==> config.mk <==
export PLATFORM = sky130hd
export DESIGN_NAME = scr1_mem_arbiter
export DESIGN_NICKNAME = d
export VERILOG_FILES = /design/src/rtl/scr1_mem_arbiter_pkg.sv /design/src/rtl/scr1_arb_rr2.sv /design/src/rtl/scr1_mem_arbiter.sv
export SDC_FILE = /design/constraint.sdc
export NUM_CORES = 1
export LEC_CHECK = 0
export CORE_AREA = 2 2 121 123
export DETAILED_ROUTE_END_ITERATION = 16
export DIE_AREA = 0 0 123 125
export GPL_ROUTABILITY_DRIVEN = 0
export SYNTH_ARGS = -nofsm -noshare
export SYNTH_HDL_FRONTEND = slang
export SYNTH_SLANG_ARGS = --single-unit
==> constraint.sdc <==
create_clock -name clk -period 1.6 [get_ports clk]
set_clock_uncertainty 0.15 [all_clocks]
set_input_delay 0.16 -clock clk [delete_from_list [all_inputs] [get_ports clk]]
set_output_delay 0.16 -clock clk [all_outputs]
set_load 0.03 [all_outputs]
==> src/rtl/scr1_mem_arbiter_pkg.sv <==
// Shared memory-interface enums and defaults for the two-master SCR1 memory arbiter.
package scr1_mem_arbiter_pkg;

  typedef enum logic [1:0] {
    SCR1_MEM_CMD_RD    = 2'b00,
    SCR1_MEM_CMD_WR    = 2'b01,
    SCR1_MEM_CMD_ERROR = 2'b11
  } type_scr1_mem_cmd_e;

  typedef enum logic [1:0] {
    SCR1_MEM_WIDTH_BYTE  = 2'b00,
    SCR1_MEM_WIDTH_HWORD = 2'b01,
    SCR1_MEM_WIDTH_WORD  = 2'b10,
    SCR1_MEM_WIDTH_ERROR = 2'b11
  } type_scr1_mem_width_e;

  typedef enum logic [1:0] {
    SCR1_MEM_RESP_NOTRDY = 2'b00,
    SCR1_MEM_RESP_RDY_OK = 2'b01,
    SCR1_MEM_RESP_RDY_ER = 2'b10
  } type_scr1_mem_resp_e;

  localparam int unsigned SCR1_ARB_AWIDTH_DEF  = 32;
  localparam int unsigned SCR1_ARB_DWIDTH_DEF  = 32;
  localparam int unsigned SCR1_ARB_TIMEOUT_DEF = 0;

endpackage

==> src/rtl/scr1_arb_rr2.sv <==
// Two-way request picker: a lone requester wins; on contention round-robin
// favours the master not granted last, fixed priority favours master 1.
module scr1_arb_rr2 (
  input  logic [1:0] req,
  input  logic       last,
  input  logic       rr_mode,
  output logic       grant
);

  // Grant selection
  always_comb begin
    grant = 1'b0;
    case (req)
      2'b01:   grant = 1'b0;
      2'b10:   grant = 1'b1;
      2'b11:   grant = rr_mode ? ~last : 1'b1;
      default: grant = 1'b0;
    endcase
  end

endmodule

==> src/rtl/scr1_mem_arbiter.sv <==
// Two-master to one-slave SCR1 memory arbiter with a single outstanding transaction,
// zero-bubble handoff on RDY_OK and an optional response-timeout watchdog.
module scr1_mem_arbiter
  import scr1_mem_arbiter_pkg::*;
#(
  parameter int unsigned SCR1_ARB_AWIDTH  = SCR1_ARB_AWIDTH_DEF,
  parameter int unsigned SCR1_ARB_DWIDTH  = SCR1_ARB_DWIDTH_DEF,
  parameter int unsigned SCR1_ARB_RR      = 1,
  parameter int unsigned SCR1_ARB_TIMEOUT = SCR1_ARB_TIMEOUT_DEF
) (
  input  logic                       clk,
  input  logic                       rst_n,
  input  logic                       m0_req,
  output logic                       m0_req_ack,
  input  type_scr1_mem_cmd_e         m0_cmd,
  input  type_scr1_mem_width_e       m0_width,
  input  logic [SCR1_ARB_AWIDTH-1:0] m0_addr,
  input  logic [SCR1_ARB_DWIDTH-1:0] m0_wdata,
  output logic [SCR1_ARB_DWIDTH-1:0] m0_rdata,
  output type_scr1_mem_resp_e        m0_resp,
  input  logic                       m1_req,
  output logic                       m1_req_ack,
  input  type_scr1_mem_cmd_e         m1_cmd,
  input  type_scr1_mem_width_e       m1_width,
  input  logic [SCR1_ARB_AWIDTH-1:0] m1_addr,
  input  logic [SCR1_ARB_DWIDTH-1:0] m1_wdata,
  output logic [SCR1_ARB_DWIDTH-1:0] m1_rdata,
  output type_scr1_mem_resp_e        m1_resp,
  output logic                       mem_req,
  input  logic                       mem_req_ack,
  output type_scr1_mem_cmd_e         mem_cmd,
  output type_scr1_mem_width_e       mem_width,
  output logic [SCR1_ARB_AWIDTH-1:0] mem_addr,
  output logic [SCR1_ARB_DWIDTH-1:0] mem_wdata,
  input  logic [SCR1_ARB_DWIDTH-1:0] mem_rdata,
  input  type_scr1_mem_resp_e        mem_resp,
  output logic                       arb_timeout
);

  typedef enum logic [1:0] {
    ARB_ADDR  = 2'b00,
    ARB_DATA  = 2'b01,
    ARB_DRAIN = 2'b10
  } arb_fsm_e;

  localparam logic        RR_MODE  = (SCR1_ARB_RR != 0);
  localparam logic        TMO_EN   = (SCR1_ARB_TIMEOUT != 0);
  localparam logic [15:0] TMO_LAST = 16'(SCR1_ARB_TIMEOUT - 32'd1);

  arb_fsm_e    fsm_q, fsm_d;
  logic        owner_q, owner_d;
  logic        last_q, last_d;
  logic [15:0] tmo_cnt_q, tmo_cnt_d;
  logic        arb_timeout_q, arb_timeout_d;

  logic        any_req_s, window_s, grant_s, hs_s, fire_s;

  scr1_arb_rr2 u_pick (
    .req     ({m1_req, m0_req}),
    .last    (last_q),
    .rr_mode (RR_MODE),
    .grant   (grant_s)
  );

  assign any_req_s = m0_req | m1_req;
  assign window_s  = (fsm_q == ARB_ADDR) ||
                     ((fsm_q == ARB_DATA) && (mem_resp == SCR1_MEM_RESP_RDY_OK));
  assign hs_s      = mem_req & mem_req_ack;
  assign fire_s    = TMO_EN && (fsm_q == ARB_DATA) &&
                     (mem_resp == SCR1_MEM_RESP_NOTRDY) && (tmo_cnt_q == TMO_LAST);
  assign arb_timeout = arb_timeout_q;

  // Address phase: forward the granted master while the window is open
  always_comb begin
    mem_req    = window_s & any_req_s;
    m0_req_ack = window_s & any_req_s & ~grant_s & mem_req_ack;
    m1_req_ack = window_s & any_req_s &  grant_s & mem_req_ack;
    if (!any_req_s) begin
      mem_cmd   = SCR1_MEM_CMD_ERROR;
      mem_width = SCR1_MEM_WIDTH_ERROR;
      mem_addr  = {SCR1_ARB_AWIDTH{1'b0}};
      mem_wdata = {SCR1_ARB_DWIDTH{1'b0}};
    end else if (grant_s) begin
      mem_cmd   = m1_cmd;
      mem_width = m1_width;
      mem_addr  = m1_addr;
      mem_wdata = m1_wdata;
    end else begin
      mem_cmd   = m0_cmd;
      mem_width = m0_width;
      mem_addr  = m0_addr;
      mem_wdata = m0_wdata;
    end
  end

  // Data phase: only the owner sees the slave; a watchdog hit reads as RDY_ER
  always_comb begin
    m0_resp  = SCR1_MEM_RESP_NOTRDY;
    m1_resp  = SCR1_MEM_RESP_NOTRDY;
    m0_rdata = {SCR1_ARB_DWIDTH{1'b0}};
    m1_rdata = {SCR1_ARB_DWIDTH{1'b0}};
    if (fsm_q == ARB_DATA) begin
      if (owner_q) begin
        m1_resp  = fire_s ? SCR1_MEM_RESP_RDY_ER : mem_resp;
        m1_rdata = mem_rdata;
      end else begin
        m0_resp  = fire_s ? SCR1_MEM_RESP_RDY_ER : mem_resp;
        m0_rdata = mem_rdata;
      end
    end else begin
      m0_resp = SCR1_MEM_RESP_NOTRDY;
    end
  end

  // Next-state logic
  always_comb begin
    fsm_d         = fsm_q;
    owner_d       = owner_q;
    last_d        = last_q;
    tmo_cnt_d     = tmo_cnt_q;
    arb_timeout_d = 1'b0;
    case (fsm_q)
      ARB_ADDR, ARB_DATA: begin
        if (hs_s) begin
          fsm_d     = ARB_DATA;
          owner_d   = grant_s;
          last_d    = grant_s;
          tmo_cnt_d = 16'd0;
        end else if (fsm_q == ARB_ADDR) begin
          fsm_d = ARB_ADDR;
        end else if (mem_resp != SCR1_MEM_RESP_NOTRDY) begin
          fsm_d = ARB_ADDR;
        end else if (fire_s) begin
          fsm_d         = ARB_DRAIN;
          arb_timeout_d = 1'b1;
        end else begin
          tmo_cnt_d = tmo_cnt_q + 16'd1;
        end
      end
      ARB_DRAIN: begin
        if (mem_resp != SCR1_MEM_RESP_NOTRDY) begin
          fsm_d = ARB_ADDR;
        end else begin
          fsm_d = ARB_DRAIN;
        end
      end
      default: fsm_d = ARB_ADDR;
    endcase
  end

  // State registers; last_q resets to 1 so the first contention grants master 0
  always_ff @(posedge clk or negedge rst_n) begin
    if (!rst_n) begin
      fsm_q         <= ARB_ADDR;
      owner_q       <= 1'b0;
      last_q        <= 1'b1;
      tmo_cnt_q     <= 16'd0;
      arb_timeout_q <= 1'b0;
    end else begin
      fsm_q         <= fsm_d;
      owner_q       <= owner_d;
      last_q        <= last_d;
      tmo_cnt_q     <= tmo_cnt_d;
      arb_timeout_q <= arb_timeout_d;
    end
  end

endmodule

; Yosys cells after proc, flatten, opt, wreduce, memory -nomap -nowiden
; Index checks and enable logic that the tools add are counted.
[totals]
ff_bits = 4
latchBits = 0
ram_bits = 0
rom_bits = 0
input_bits = 175
wordCells = 46
mem_count = 0
[classes]
addsub = 0
mul = 0
div = 0
magnitude_cmp = 0
eq_ne = 6
shift = 0
muxes = 22
bitwise_logic = 9
reduce_logical = 6
[op_table]
columns = operator, count
row1 = 32-bit two-way mux, 8
row2 = 2-bit two-way mux, 12
row3 = 1-bit AND, 6
row4 = "2-bit == test, second input constant", 3
row5 = "2-bit by 1-bit == test with 1-bit output, second input constant", 2
row6 = "4-bit inequality test, second input constant", 1
row7 = 2-bit case mux with 2 select lines, 1
row8 = 2-bit zero test, 1
row9 = 1-bit NOT, 2
row10 = 1-bit case mux with 2 select lines, 1
row11 = 2-bit AND reduction, 1
row12 = 2-bit nonzero test, 1
row13 = 2-bit OR reduction, 1
row14 = 1-bit logical AND, 1
row15 = 1-bit logical OR, 1
row16 = 1-bit bitwise OR, 1

; Longest topological paths before layout
; Gate-level depths: netlist of run 1.
[logic_depth]
word_depth = 7
mapped_depth = 5
mapped_depth_nobuf = 3

; Modules after synthesis
; A second synthesis of run 1 with hierarchy kept.
[unflattened]
cells_unflattened = 248
area_unflattened_um2 = 1725.4
[modules_own_cells]
columns = mod, instances, cells_per_inst, area_per_inst_um2
row1 = scr1_mem_arbiter, 1, 246, 1715.4
row2 = scr1_arb_rr2, 1, 2, 10.0

; Least setup slack after synthesis of run 1
; OpenSTA, ideal clock, no wires.
[synth_path]
kind = reg-to-output
from = register last_q
to = output port mem_wdata[26]
t_arrival_ns = 1.695
required_time_ns = 1.290
setup_slack_ns = -0.405
stages_incl_launch_ff = 5
path_buffers = 2
path_cell_list = dfstp_2 > a21boi_0 > buf_2 > buf_4 > o21ai_0
[synth_between]
elab_chain_cells = 4
[synth_lines]
columns = item, line_no
row1 = "start, declared", scr1_mem_arbiter.sv:52  ; logic last_q, last_d;
row2 = "start signal, assigned", scr1_mem_arbiter.sv:162  ; last_q <= last_d;
row3 = 1-bit NOT, scr1_arb_rr2.sv:16  ; 2'b11: grant = rr_mode ? ~last : 1'b1;
row4 = 1-bit case mux with 2 select lines, scr1_arb_rr2.sv:13  ; case (req)
row5 = 32-bit two-way mux, scr1_mem_arbiter.sv:83  ; end else if (grant_s) begin
row6 = 32-bit two-way mux, scr1_mem_arbiter.sv:78  ; if (!any_req_s) begin
row7 = "end, declared", scr1_mem_arbiter.sv:34  ; output logic [SCR1_ARB_DWIDTH-1:0] mem_wdata,
; Every way passes these cells.

; Worst setup path after layout of run 1
[layout_path]
from = register last_q
to = output port mem_wdata[18]
; The elaborated chain is that of the path after synthesis.

==> flow_metrics.py, run 1 <==
metrics = {
    "route": {
        "wl_met3_mm": 1.27,
        "dr.max_layer_used": "met5",
        "route.detailed.vias_per_inst": 4.14,
        "wl_per_cell_um": 15.0,
        "wl_mm": 12.7,
        "ant_nets": 0,
        "wl_met2_mm": 6.82,
        "dr.first_iter.drc_count": 47,
        "vias": 3519,
        "drc": 0,
        "wl_met1_mm": 4.51,
        "dr.pass1.iters": 4,
    },
    "sta": {
        "fin_ws_ns": -0.274,
        "whs_ns": 0.223,
        "fin_crit_sh_pct": 117,
        "max_freq_ghz": 0.534,
        "min_period_ns": 1.87,
        "hold_viol_final": 0,
        "rsz0062_at_grt": "true",
        "slew_violations": 0,
        "finalSetupViolations": 139,
    },
    "clocking": {
        "cts.clk_slew.worst_paths_ns": 0.03,
        "cts.sinks": 4,
        "root_buffer": "clkbuf_16",
        "cts_tree": "yes",
        "htree_levels": 1,
        "cts_made_buffers": 3,
        "insertion_delay_ns": 0.23,
        "clock_path_buffers": 2,
    },
    "synth": {
        "syn-num-nets": 492,
        "syn_inst": 317,
        "netlist.top_cell.by_area": "nand2_1",
        "synth_seq_cells": 4,
        "yosys_warnings": 0,
        "ys_types": 22,
        "synth.cell_area_um2": 1630,
        "syn_area_per_cell_um2": 5.15,
        "synth_top_area_share_pct": 29.9,
        "synth_seq_area_share_pct": 6.20,
        "yosys-top-cells-area": "nand2_1 (30%), and2_1 (25%), o21ai_0 (20%)",
    },
    "die": {
        "dieArea_um2": 15400,
        "dieHeight_um": 125,
        "std_cell_rows": 44,
        "coreArea_um2": 14200,
        "initial_core_util_pct": 11.5,
        "dieWidth_um": 123,
        "ios": 315,
    },
    "pwr": {
        "power.density_nw_per_um2": 596,
        "peakVddDrop_uv": 329,
        "p_leak_nw": 3.01,
    },
    "worst_hold_path": {
        "hold_start": "mem_resp[1]",
        "hold_path_class": "in2reg",
    },
    "setup_path": {
        "crit_start": "last_q",
        "crit_chain": "a21boi_4, buf_12, buf_12, buf_4, o21ai_4, buf_6",
        "r2r_setup_slack_ns": -0.04,
        "critical_path_class": "reg2out",
        "reg2reg_from": "fsm_q[0]",
        "worst_path_max_delay_cell": "dfstp_2",
        "path_max_fanout": 9,
        "cp_data_arrival_time_ns": 1.56,
        "critPathMaxStageDelay_ns": 0.55,
        "cpMostUsedCell": "buf_12",
        "required_ns": 1.29,
        "endpoint_kind": "output pin",
        "critPathLaunchType": "flip-flop",
    },
    "global_route": {
        "grt_pass1_vias": 3597,
        "grt_max_degree": 62,
        "grt.overflow.total": 0,
        "grtUsageTotal_pct": 14.9,
        "grt_pass1_wl_mm": 18.2,
        "antenna_found_initial": 1,
    },
    "placement": {
        "hpwl_mm": 9.18,
        "post-place-cells": 817,
        "io_buffers": 313,
    },
    "final_layout": {
        "drive_above_1_share_pct": 57.7,
        "final_cells": 851,
        "final_util_pct": 47.9,
        "diodes": 0,
        "area_delta_synth_final_pct": 316,
        "nets": 843,
    },
    "job": {
        "max_cap_viol_count": 0,
    },
    "run_status": {
        "status": "finished, violations left",
        "violations": "setup timing",
    },
}
area by class of cell:
cell class / instances / area, um^2
Clock buffer: 4 / 78.8
Fill cell: 1301 / 7410
Inverter: 3 / 11.3
Multi-Input combinational cell: 282 / 2330
Sequential cell: 4 / 103
Tap cell: 184 / 230
Timing Repair Buffer: 374 / 4040
Yosys cell counts (all sizes together):
library cell and instances:
a21boi 1, a211oi 1, clkbuf 18, conb 1, a2111o 1, o21ai 65
dfstp 1, inv 3, o31ai 1, nor2 5, nand2 130, buf 10
and2 68, nor4b 1, dfrtp 3, mux2i 1, mux2 1, o22a 4
nand2b 2
cell usage in the layout (no fill, tap or decap), types with 5 or more instances in the layout:
cell type          n
buf_12            16
and2_4            67
o21ai_4           39
buf_4             30
o21ai_2           23
buf_6            147
buf_8              5
nand2_1           89
nand2_2           21
nand2_4           20
clkdlybuf4s50_1  170
sequential cells by signal, indices dropped and copies added, names as in the netlist:
| register | count |
|---|---|
| fsm_q | 2 |
| owner_q | 1 |
| last_q | 1 |
per-layer routing:
layer  vias to the layer above  track usage [%]
met5                         -                0
met4                         2             2.54
met3                        10             4.01
met2                       184             29.0
met1                      1612             15.7
li1                       1711                -
timing repair:
action / CTS / global route
setup endpoints to repair: 139 / 140
hold buffers: 1 / 0
endpoints found under the hold margin: 3 / 0
pin swaps: 86 / 28
buffers inserted: 21 / 4
gates resized for setup: 267 / 76
gates cloned: 10 / 1
through the flow:
stage | instance area [um^2] | total power, W | setup TNS (ns) | setup WS (ns)
2_1_floorplan | 2080 | 0.00156 | -3.66 | -0.137
3_3_place_gp | 5310 | 0.00277 | -18.82 | -0.337
3_5_place_dp | 5310 | 0.00280 | -20.88 | -0.365
4_1_cts | 6530 | 0.00394 | -27.40 | -0.297
5_1_grt | 6800 | 0.00425 | -29.11 | -0.319
6_report | 6800 | 0.00405 | -22.67 | -0.274
cells by family (layout without fill, tap and decap cells):
kind of cell	count (synthesis)	count (layout)	share of synthesized area (%)
AO/OA/AOI/OAI	73	73	24.1
buffers and inverters	31	381	9.42
flip-flops	4	4	6.20
multiplexers	2	2	1.53
other	1	1	0.229
AND/OR/NAND/NOR	206	206	58.5
power by group:
part / switching, W / internal [W] / leakage, nW / total [W]
combinational: 0.00171 / 0.00179 / 2.93 / 0.00350
clock: 0.0000788 / 0.000330 / 0.0382 / 0.000409
sequential: 0.0000187 / 0.000123 / 0.0478 / 0.000142
total: 0.00181 / 0.00225 / 3.01 / 0.00405
critical path: cells and delay by family (launching register included):
| family | cells | cell delay [ns] |
|---|---|---|
| buf+inv | 4 | 0.58 |
| compound gates | 2 | 0.21 |
| flops | 1 | 0.55 |
final timing paths:
check,end,depth (start not counted)
max,mem_wdata[18],6
min,fsm_q[1],3
max reg2reg,last_q,3
min reg2reg,fsm_q[1],1
max in group asynchronous,last_q,2
min in group asynchronous,owner_q,2
Note: power is estimated with default switching activity, not from simulation.
==> run 2: changes to the inputs <==
--- a/config.mk
+++ b/config.mk
@@ -6,6 +6,7 @@
 export NUM_CORES = 1
 export LEC_CHECK = 0
 export CORE_AREA = 2 2 121 123
+export CTS_CLUSTER_SIZE = 25
 export DETAILED_ROUTE_END_ITERATION = 16
 export DIE_AREA = 0 0 123 125
 export GPL_ROUTABILITY_DRIVEN = 0
==> results of run 2 <==
Final layout, timing and power as in run 1 (identical DEF).
==> run 3: changes to the inputs <==
--- a/config.mk
+++ b/config.mk
@@ -5,7 +5,7 @@
 export SDC_FILE = /design/constraint.sdc
 export NUM_CORES = 1
 export LEC_CHECK = 0
-export CORE_AREA = 2 2 121 123
+export CORE_AREA = 5 5 118 120
 export CTS_CLUSTER_SIZE = 25
 export DETAILED_ROUTE_END_ITERATION = 16
 export DIE_AREA = 0 0 123 125
@@ -13,3 +13,4 @@
 export SYNTH_ARGS = -nofsm -noshare
 export SYNTH_HDL_FRONTEND = slang
 export SYNTH_SLANG_ARGS = --single-unit
+export TNS_END_PERCENT = 50
==> run 3 against run 2 <==
Against the previous run: the flow finishes with violations (hold timing, setup timing); count of clock-buffer cells in the layout stayed put; via count is 1.8% higher; sequential share of layout area hardly changed; total power is 5.5% higher; critical endpoint is now mem_wdata[15]; largest cell class unchanged; clock power hardly changed.
==> flow_metrics.py, run 3 (synthesis gave the netlist of run 1 again) <==
metrics = {
    "run_status": {
        "status": "finished, violations left",
        "violations": "hold timing, setup timing",
    },
    "clocking": {
        "cts_tree": "yes",
        "root_buffer": "clkbuf_16",
        "clock_path_buffers": 2,
        "cts_made_buffers": 3,
        "htree_levels": 1,
        "insertion_delay_ns": 0.23,
        "cts.sinks": 4,
        "cts.clk_slew.worst_paths_ns": 0.03,
    },
    "sta": {
        "fin_ws_ns": -0.282,
        "max_freq_ghz": 0.531,
        "min_period_ns": 1.88,
        "hold_viol_final": 3,
        "whs_ns": -0.00687,
        "rsz0062_at_grt": "true",
        "slew_violations": 0,
        "finalSetupTns_ns": -26.94,
        "finalSetupViolations": 139,
        "fin_crit_sh_pct": 118,
    },
    "die": {
        "dieArea_um2": 15400,
        "std_cell_rows": 42,
        "dieWidth_um": 123,
        "coreArea_um2": 12900,
        "ios": 315,
        "initial_core_util_pct": 12.7,
        "dieHeight_um": 125,
    },
    "route": {
        "wl_per_cell_um": 18.0,
        "wl_mm": 15.2,
        "ant_nets": 0,
        "vias": 3584,
        "dr.pass1.iters": 4,
        "drc": 0,
        "dr.first_iter.drc_count": 89,
        "route.detailed.vias_per_inst": 4.26,
    },
    "setup_path": {
        "reg2reg_depth": 3,
        "path_max_fanout": 6,
        "r2r-end": "last_q",
        "reg2reg_from": "fsm_q[0]",
        "cp_data_arrival_time_ns": 1.57,
        "r2r_setup_slack_ns": -0.07,
        "critical_path_class": "reg2out",
        "critPathLaunchType": "flip-flop",
        "required_ns": 1.29,
        "endpoint_kind": "output pin",
    },
    "final_layout": {
        "final_cell_mix": "clkdlybuf4s50_1 (170), buf_6 (139), nand2_1 (104)",
        "area_delta_synth_final_pct": 330,
        "final_util_pct": 54.5,
        "num-fill-cells": 1109,
        "largest_reg_flops": 2,
        "top_regs": "fsm_q x2, last_q x1, owner_q x1",
        "diodes": 0,
        "nets": 842,
        "drive_above_1_share_pct": 53.8,
        "regMostFlops": "fsm_q",
        "final_common_cell": "clkdlybuf4s50_1",
    },
    "global_route": {
        "grtUsageTotal_pct": 18.1,
        "grt_max_degree": 37,
        "grt_pass1_wl_mm": 22.0,
        "grt_pass1_vias": 4007,
        "grt.overflow.total": 0,
        "antenna_found_initial": 0,
    },
    "pwr": {
        "p_leak_nw": 3.07,
        "peakVddDrop_uv": 377,
        "power.density_nw_per_um2": 609,
    },
    "placement": {
        "hpwl_mm": 10.4,
        "io_buffers": 313,
    },
    "job": {
        "max_cap_viol_count": 0,
    },
    "worst_hold_path": {
        "hold_path_class": "in2async",
    },
}
## run 3: timing repair
item | CTS | global route
pin swaps | 65 | 46
resized for setup | 222 | 87
cloned | 15 | 3
setup buffers | 16 | 4
hold buffers | 0 | 0
endpoints found under the setup margin | 141 | 140
## run 3: worst max-delay path by stage
stage                        start       endpoint  slack, ns  cells after the start
final                       last_q  mem_wdata[15]      -0.28                      6
after global routing      fsm_q[1]   m1_rdata[18]      -0.33                      6
after CTS                   last_q  mem_wdata[15]      -0.29                      6
after detailed placement    m1_req   mem_wdata[7]      -0.41                      6
after global placement      m1_req   mem_wdata[9]      -0.41                      6
after floorplan             last_q  mem_wdata[31]      -0.14                      5
## run 3: report_power, final
group	internal [W]	total [W]	switching, W	leakage, nW
sequential	0.000123	0.000141	0.0000182	0.0478
combinational	0.00193	0.00372	0.00180	2.99
clock	0.000330	0.000410	0.0000801	0.0382
total	0.00238	0.00427	0.00189	3.07
## run 3: critical path, cell delays in order, from the launching register on
cell      delay (ns)
dfstp_2         0.54
a21boi_4        0.08
buf_6           0.15
buf_12          0.13
buf_6           0.12
o21ai_4         0.17
buf_12          0.14
## run 3: per-layer routing
layer	part of all wire (%)	routed length [um]	up-vias	track usage [%]
li1	-	-	1714	-
met1	33	4950	1661	18.1
met2	56	8530	188	35.6
met3	9.4	1420	21	5.28
met4	1.9	289	0	5.02
met5	0	0	-	0
## run 3: area by class of cell
| class | count | area, um^2 | area share, % |
|---|---|---|---|
| clock buffer | 4 | 78.8 | 1.12 |
| inverter | 3 | 11.3 | 0.160 |
| multi-input combinational | 282 | 2310 | 32.9 |
| sequential | 4 | 103 | 1.46 |
| tap | 176 | 220 | 3.14 |
| timing repair buffer | 373 | 4300 | 61.3 |
## run 3: metrics by stage
stage	instances	power, W	worst slack, ns	cell area, um^2
3_3_place_gp	802	0.00278	-0.407	5250
4_1_cts	836	0.00410	-0.292	6690
3_5_place_dp	802	0.00280	-0.408	5250
6_report	842	0.00427	-0.282	7020
2_1_floorplan	317	0.00152	-0.138	1990
5_1_grt	842	0.00447	-0.333	7020
